$ cat src/rtl/div_iter.sv
// Iterative radix-2 restoring divider for the EX stage: one quotient bit per
// cycle, signed/unsigned, with a DONE hold state that absorbs downstream stalls.
module div_iter #(
  parameter int WIDTH = 32
) (
  input  logic             clk,
  input  logic             resetn,
  input  logic             div_en,
  input  logic             div_signed,
  input  logic [WIDTH-1:0] a,
  input  logic [WIDTH-1:0] b,
  input  logic             hold,
  input  logic             flush,
  output logic             div_stall,
  output logic             result_valid,
  output logic [WIDTH-1:0] quotient,
  output logic [WIDTH-1:0] remainder
);

  localparam int CW = $clog2(WIDTH);
  localparam logic [CW-1:0] LAST = CW'(WIDTH - 1);

  typedef enum logic [1:0] {
    IDLE,
    RUN,
    DONE
  } divState;

  divState state, stateNext;

  logic [CW-1:0]    cnt;
  logic [WIDTH-1:0] dvd;
  logic [WIDTH-1:0] dvs;
  logic [WIDTH-1:0] rem;
  logic [WIDTH-1:0] aRaw;
  logic             negQ;
  logic             negR;
  logic             divZero;

  logic             start;
  logic             lastStep;
  logic [WIDTH-1:0] absA;
  logic [WIDTH-1:0] absB;
  logic [WIDTH:0]   remShift;
  logic [WIDTH:0]   trial;
  logic             qBit;
  logic [WIDTH-1:0] remStep;
  logic [WIDTH-1:0] dvdStep;
  logic [WIDTH-1:0] qFinal;
  logic [WIDTH-1:0] rFinal;

  assign start    = (state == IDLE) && div_en && !flush;
  assign lastStep = (state == RUN) && (cnt == LAST);

  assign div_stall = div_en && !flush && (state != DONE);

  assign absA = (div_signed && a[WIDTH-1]) ? (WIDTH'(0) - a) : a;
  assign absB = (div_signed && b[WIDTH-1]) ? (WIDTH'(0) - b) : b;

  // Remainder stays below the divisor, so WIDTH bits hold it between steps;
  // only the trial subtraction needs the extra bit for its sign.
  always_comb begin
    remShift = {rem, dvd[WIDTH-1]};
    trial    = remShift - {1'b0, dvs};
    qBit     = ~trial[WIDTH];
    remStep  = qBit ? trial[WIDTH-1:0] : remShift[WIDTH-1:0];
    dvdStep  = {dvd[WIDTH-2:0], qBit};
    if (divZero) begin
      qFinal = '1;
      rFinal = aRaw;
    end else begin
      qFinal = negQ ? (WIDTH'(0) - dvdStep) : dvdStep;
      rFinal = negR ? (WIDTH'(0) - remStep) : remStep;
    end
  end

  always_ff @(posedge clk or negedge resetn) begin
    if (!resetn) begin
      state <= IDLE;
    end else begin
      state <= stateNext;
    end
  end

  always_comb begin
    stateNext = state;
    unique case (state)
      IDLE: if (div_en) stateNext = RUN;
      RUN: begin
        if (!div_en)            stateNext = IDLE;
        else if (cnt == LAST)   stateNext = DONE;
      end
      DONE: if (!hold) stateNext = IDLE;
      default: stateNext = IDLE;
    endcase
    if (flush) stateNext = IDLE;
  end

  always_ff @(posedge clk or negedge resetn) begin
    if (!resetn) begin
      cnt          <= '0;
      dvd          <= '0;
      dvs          <= '0;
      rem          <= '0;
      aRaw         <= '0;
      negQ         <= 1'b0;
      negR         <= 1'b0;
      divZero      <= 1'b0;
      quotient     <= '0;
      remainder    <= '0;
      result_valid <= 1'b0;
    end else if (flush) begin
      result_valid <= 1'b0;
    end else begin
      if (start) begin
        dvd     <= absA;
        dvs     <= absB;
        rem     <= '0;
        cnt     <= '0;
        aRaw    <= a;
        negQ    <= div_signed && (a[WIDTH-1] ^ b[WIDTH-1]);
        negR    <= div_signed && a[WIDTH-1];
        divZero <= (b == '0);
      end
      if ((state == RUN) && div_en) begin
        dvd <= dvdStep;
        rem <= remStep;
        cnt <= cnt + 1'b1;
        if (lastStep) begin
          quotient     <= qFinal;
          remainder    <= rFinal;
          result_valid <= 1'b1;
        end
      end
      if ((state == DONE) && !hold) begin
        result_valid <= 1'b0;
      end
    end
  end

endmodule

$ cat config.mk
export PLATFORM = sky130hd
export DESIGN_NAME = div_iter
export DESIGN_NICKNAME = d
export VERILOG_FILES = /design/src/rtl/div_iter.sv
export SDC_FILE = /design/constraint.sdc
export NUM_CORES = 1
export LEC_CHECK = 0
export BUFFER_PORTS_ARGS = -buffer_cell sky130_fd_sc_hd__buf_2
export CAP_MARGIN = 20
export CORE_ASPECT_RATIO = 1.5
export CORE_UTILIZATION = 35
export DETAILED_ROUTE_END_ITERATION = 12
export PLACE_DENSITY = 0.55
export SYNTH_ARGS = -nofsm -noshare
export SYNTH_HDL_FRONTEND = slang
export SYNTH_SLANG_ARGS = --single-unit
export TNS_END_PERCENT = 1
$ cat constraint.sdc
create_clock -name clk -period 6.9 [get_ports clk]
set_input_delay 1.38 -clock clk [delete_from_list [all_inputs] [get_ports clk]]
set_output_delay 1.38 -clock clk [all_outputs]
set_load 0.02 [all_outputs]
# Word level (Yosys, flattened, before mapping)
# Index checks and enable logic that the tools add are counted.
# classes
n_mux	23
n_bitwise	3
eq_ne	7
n_addsub	6
n_reduce_logical	22
# ops
cell	n
32-bit two-way mux	11
1-bit by 32-bit subtractor with 32-bit output, first input constant	4
33-bit by 32-bit subtractor with 33-bit output	1
32-bit logical NOT	1
1-bit logical AND	10
2-bit two-way mux	5
5-bit two-way mux	2
3-bit != test, second input constant	2
2-bit one-hot mux with 3 select lines	1
2-bit AND reduction	3
3-bit AND reduction	2
3-bit nonzero test	2
5-bit by 1-bit adder with 5-bit output, second input constant	1
5-bit equality test, second input constant	1
1-bit two-way mux	4
4-bit by 3-bit != test with 1-bit output, second input constant	1
2-bit by 1-bit equality test with 1-bit output, second input constant	1
2-bit equality test, second input constant	1
1-bit logical NOT	2
2-bit logical NOT	1
2-bit != test, second input constant	1
1-bit inverter	2
2-bit nonzero test	1
1-bit bitwise XOR	1
# word_totals
output_inout_bits	66
regBits	203
inputBits	70

# Longest topological paths before layout
# depth
word_depth	6
depth_mapped	22
mapped_depth_nobuf	20

# Least setup slack after synthesis
# No wires, ideal clock.
# synth_path
path_kind	reg-to-reg
from	register dvd[31]
to	register quotient[28]
arrival_ns	4.689
slack_ns	2.074
path_buffers	3
path_stages_with_launch	23
synth_period_minus_slack_ns	4.826
required_time_ns	6.763
path_cell_list	dfrtp_1 > inv_1 > ha_1 > fa_1 > nand2b_1 > a21oi_2 > o211ai_4 > a211oi_4 > o21a_1 > nor2_2 > inv_2 > buf_2 > buf_1 > clkbuf_1 > ha_1 > nand2_1 > or3_1 > nand2b_1 > nand2b_1 > or2_2 > o31ai_1 > xor2_1 > a21oi_1
# synth_via
elab_chain_len	5
# synth_lines
element	line_no	rtl
start: declaration	32	logic [WIDTH-1:0] dvd;
start signal: assignment	116	dvd <= absA;
start signal: assignment	126	dvd <= dvdStep;
33-bit by 32-bit subtractor with 33-bit output	64	trial = remShift - {1'b0, dvs};
1-bit inverter	65	qBit = ~trial[WIDTH];
1-bit by 32-bit subtractor with 32-bit output	72	qFinal = negQ ? (WIDTH'(0) - dvdStep) : dvdStep;
32-bit two-way mux	72	
32-bit two-way mux	68	if (divZero) begin
end signal: assignment	130	quotient <= qFinal;
end: declaration	16	output logic [WIDTH-1:0] quotient,
# No other way between the ends.
# A chain may end at the register's enable or synchronous reset.

# Worst setup path in the final report
# layout_path
from	register rem[24]
to	register remainder[28]
# layout_via
elab_chain_len	5
# layout_lines
element	line_no	rtl
start: declaration	34	logic [WIDTH-1:0] rem;
start signal: assignment	127	rem <= remStep;
33-bit by 32-bit subtractor with 33-bit output	64	
32-bit two-way mux (*)	66	remStep = qBit ? trial[WIDTH-1:0] : remShift[WIDTH-1:0];
1-bit by 32-bit subtractor with 32-bit output	73	rFinal = negR ? (WIDTH'(0) - remStep) : remStep;
32-bit two-way mux (*)	73	
32-bit two-way mux (*)	68	
end signal: assignment	131	remainder <= rFinal;
end: declaration	17	output logic [WIDTH-1:0] remainder
# Every way passes the cells marked *; elsewhere a longest branch is shown, timed or not.

==> results.py <==
metrics = {
    "grt": {
        "grt_start_max_net_pins": 160,
        "use_met3_pct": 1.60,
        "grt-ovfl-total": 0,
        "busiest_layer": "met2",
        "met1_usage_pct": 25.1,
        "grt_pass1_wl_um": 63100,
        "antenna_found_initial": 0,
        "met2_usage_pct": 37.4,
        "grt_usage_pct": 20.3,
        "grt_pass1_vias": 11523,
    },
    "critical_path": {
        "critPathLaunchType": "register",
        "arrival_ns": 5.86,
        "regToRegEndpoint": "remainder[28]$_DFFE_PN0P_",
        "r2r-start": "rem[24]$_DFFE_PN0P_",
        "worst-path-max-fanout": 17,
        "crit_path_start": "rem[24]$_DFFE_PN0P_",
        "required_ns": 7.30,
        "critical_path_class": "reg2reg",
        "crit_end": "remainder[28]$_DFFE_PN0P_",
        "reg2reg_slack_ns": 1.44,
        "reg2regPathDepth": 18,
        "end_kind": "register",
    },
    "drt": {
        "vias_per_cell": 5.33,
        "drt-initial-drc-count": 582,
        "vias": 11875,
        "drt_pass1_iterations": 12,
        "wl_per_cell_um": 17.9,
        "drc": 2,
        "antenna_left": 0,
        "wirelength_um": 39900,
    },
    "timing": {
        "finalHoldViolations": 0,
        "fmax_ghz": 0.183,
        "tns_ns": 0,
        "tightest_slew_ns": 1.15,
        "maxSlewHeadroom_pct": 23.6,
        "fin_worst_skew_ns": 0.0217,
        "rsz0062_at_grt": "false",
        "setup_viol": 0,
        "slew_viol_final": 0,
        "fin_crit_sh_pct": 79.1,
        "finalCriticalPeriod_ns": 5.46,
    },
    "cts": {
        "numCtsBuffers": 22,
        "cts_sinks": 203,
        "cts_resized": 0,
        "htreeDepth": 1,
        "hold_buffers": 0,
        "post_cts_buffers": 0,
        "root_buffer": "clkbuf_16",
        "cts_tree": "done",
        "clk_latency_ns": 0.53,
        "cts_buffer_depth": 3,
        "path_clk_slew_ns": 0.06,
    },
    "layout": {
        "final_cell_mix": "nand2_1 (287), dfrtp_1 (203), o21ai_0 (183), buf_2 (134), a21oi_1 (127)",
        "final_nets": 1832,
        "num_antenna_cells": 0,
        "final_common_cell": "nand2_1",
        "final_cells": 2227,
        "area_delta_synth_final_pct": 13.6,
        "layout-drive-gt1-share_pct": 12.7,
    },
    "hold_path": {
        "hold_path_class": "reg2reg",
        "min_delay_path_depth": 2,
    },
    "yosys": {
        "avgSynthCellArea_um2": 8.14,
        "synth_fp_nets": 1744,
        "synth_edf_count": 0,
        "synth.distinct_cells": 75,
        "netlist_area_um2": 13300,
        "yosysSeqAreaShare_pct": 38.2,
        "ys_ff_latch": 203,
        "syn_inst": 1635,
        "ys_warn_count": 0,
        "synthFlopType": "dfrtp_1",
        "synth-async-reset-ratio_pct": 100,
    },
    "power": {
        "ir_worst_vdd_v": 0.000154,
        "p_leak_nw": 6.98,
        "p_per_area_nw_per_um2": 212,
    },
    "job": {
        "maxCapViolations": 0,
    },
    "run_status": {
        "violations": "DRC",
        "status": "finished, violations left",
    },
    "placed_design": {
        "post-place-cells": 2188,
        "gp_congestion": 0.847,
        "dp_hpwl_um": 30000,
        "io_buffers": 135,
    },
    "floorplanning": {
        "dieArea_um2": 38800,
        "core.rowCount": 87,
        "dieWidth_um": 161,
        "io_pins": 136,
        "core_region_area_um2": 37600,
        "die_h_um": 241,
        "start_util_pct": 35.4,
    },
}
==> worst min-delay path by stage <==
stage | start | endpoint | slack (ns)
after floorplan | aRaw[16]$_DFFE_PN0P_ | aRaw[16]$_DFFE_PN0P_ | 0.44
final | aRaw[16]$_DFFE_PN0P_ | aRaw[16]$_DFFE_PN0P_ | 0.48
after global placement | aRaw[27]$_DFFE_PN0P_ | aRaw[27]$_DFFE_PN0P_ | 0.45
after CTS | aRaw[19]$_DFFE_PN0P_ | aRaw[19]$_DFFE_PN0P_ | 0.48
after detailed placement | aRaw[19]$_DFFE_PN0P_ | aRaw[19]$_DFFE_PN0P_ | 0.46
after global routing | aRaw[22]$_DFFE_PN0P_ | aRaw[22]$_DFFE_PN0P_ | 0.50
==> registers in the layout, indices dropped and copies added, names as in the netlist, 2 cells and up <==
register,cells
aRaw,32
cnt,5
dvd,32
dvs,32
quotient,32
rem,32
remainder,32
state,2
==> cell type report <==
class,count,area (µm²)
fill,3869,22400
multi-input combinational,1285,7680
sequential,203,5080
timing repair buffer,153,832
clock buffer,30,642
tap,489,612
inverter,58,218
clock inverter,9,52.6
==> worst max-delay path: stages (launching register included) <==
cell and delay [ns]:
dfrtp_1 0.40, ha_1 0.58, a211oi_1 0.15, a211oi_1 0.45, nand2_1 0.12, o21ai_1 0.29
o21a_1 0.50, nor2_2 0.10, inv_2 0.16, nor2_1 0.06, a21oi_1 0.22, ha_1 0.28
nand2b_1 0.08, a2111oi_1 0.59, o22ai_1 0.35, nor4_1 0.48, nor3b_1 0.12, a311oi_1 0.29
a21oi_1 0.10
==> where the power goes <==
| part | internal (mW) | switching [mW] | leakage (nW) |
|---|---|---|---|
| logic | 0.250 | 0.427 | 3.96 |
| clock network | 0.651 | 0.503 | 0.340 |
| registers | 1.29 | 0.0902 | 2.68 |
==> cell families after synthesis <==
family,synth area share (%)
mux,2.86
fa+ha+maj,3.72
flops,38.2
xor+xnor,8.75
buf+inv,4.22
simple gates,19.6
compound gates,22.7
==> cell usage after synthesis, types with 5 or more instances <==
cell,number,area (µm²)
or3_1,17,106
and2_1,7,43.8
ha_1,38,475
o21a_1,12,90.1
a22oi_1,14,105
o211ai_1,11,82.6
nand2_1,287,1080
or4_1,11,82.6
a21oi_1,127,636
nor3b_1,5,37.5
nor3_1,33,165
nand4_1,11,68.8
clkbuf_1,77,289
a211oi_1,11,82.6
mux2_2,8,90.1
nor4_1,19,119
buf_2,5,25.0
inv_1,57,214
and3_1,10,62.6
o41ai_1,9,78.8
o21ai_0,183,916
nor2b_1,7,43.8
a21o_1,8,60.1
dfrtp_1,203,5080
xor2_1,84,736
a31oi_1,11,68.8
nand3_1,29,145
nand2b_1,12,75.1
buf_1,6,22.5
mux2i_1,29,290
nor2_1,112,420
a22o_1,10,87.6
o22ai_1,26,163
o31ai_1,29,218
xnor2_1,49,429
==> through the flow <==
stage	hold WS, ns	setup slack, ns	util (%)	power [mW]	instance area, µm²
final	0.475	1.44	40.3	3.21	15100
after CTS	0.478	1.46	40.3	3.25	15100
after global routing	0.497	1.02	40.3	3.39	15100
after floorplan	0.438	2.07	-	1.86	13300
after detailed placement	0.463	1.51	38.4	2.07	14400
after global placement	0.453	1.65	38.4	2.07	14400
==> routing by layer <==
layer	wire length, µm	part of all wire, %
met5	0	0
met4	979	2.5
met3	1240	3.1
met2	20300	51
met1	17400	44
(Power assumes the default switching activity.)
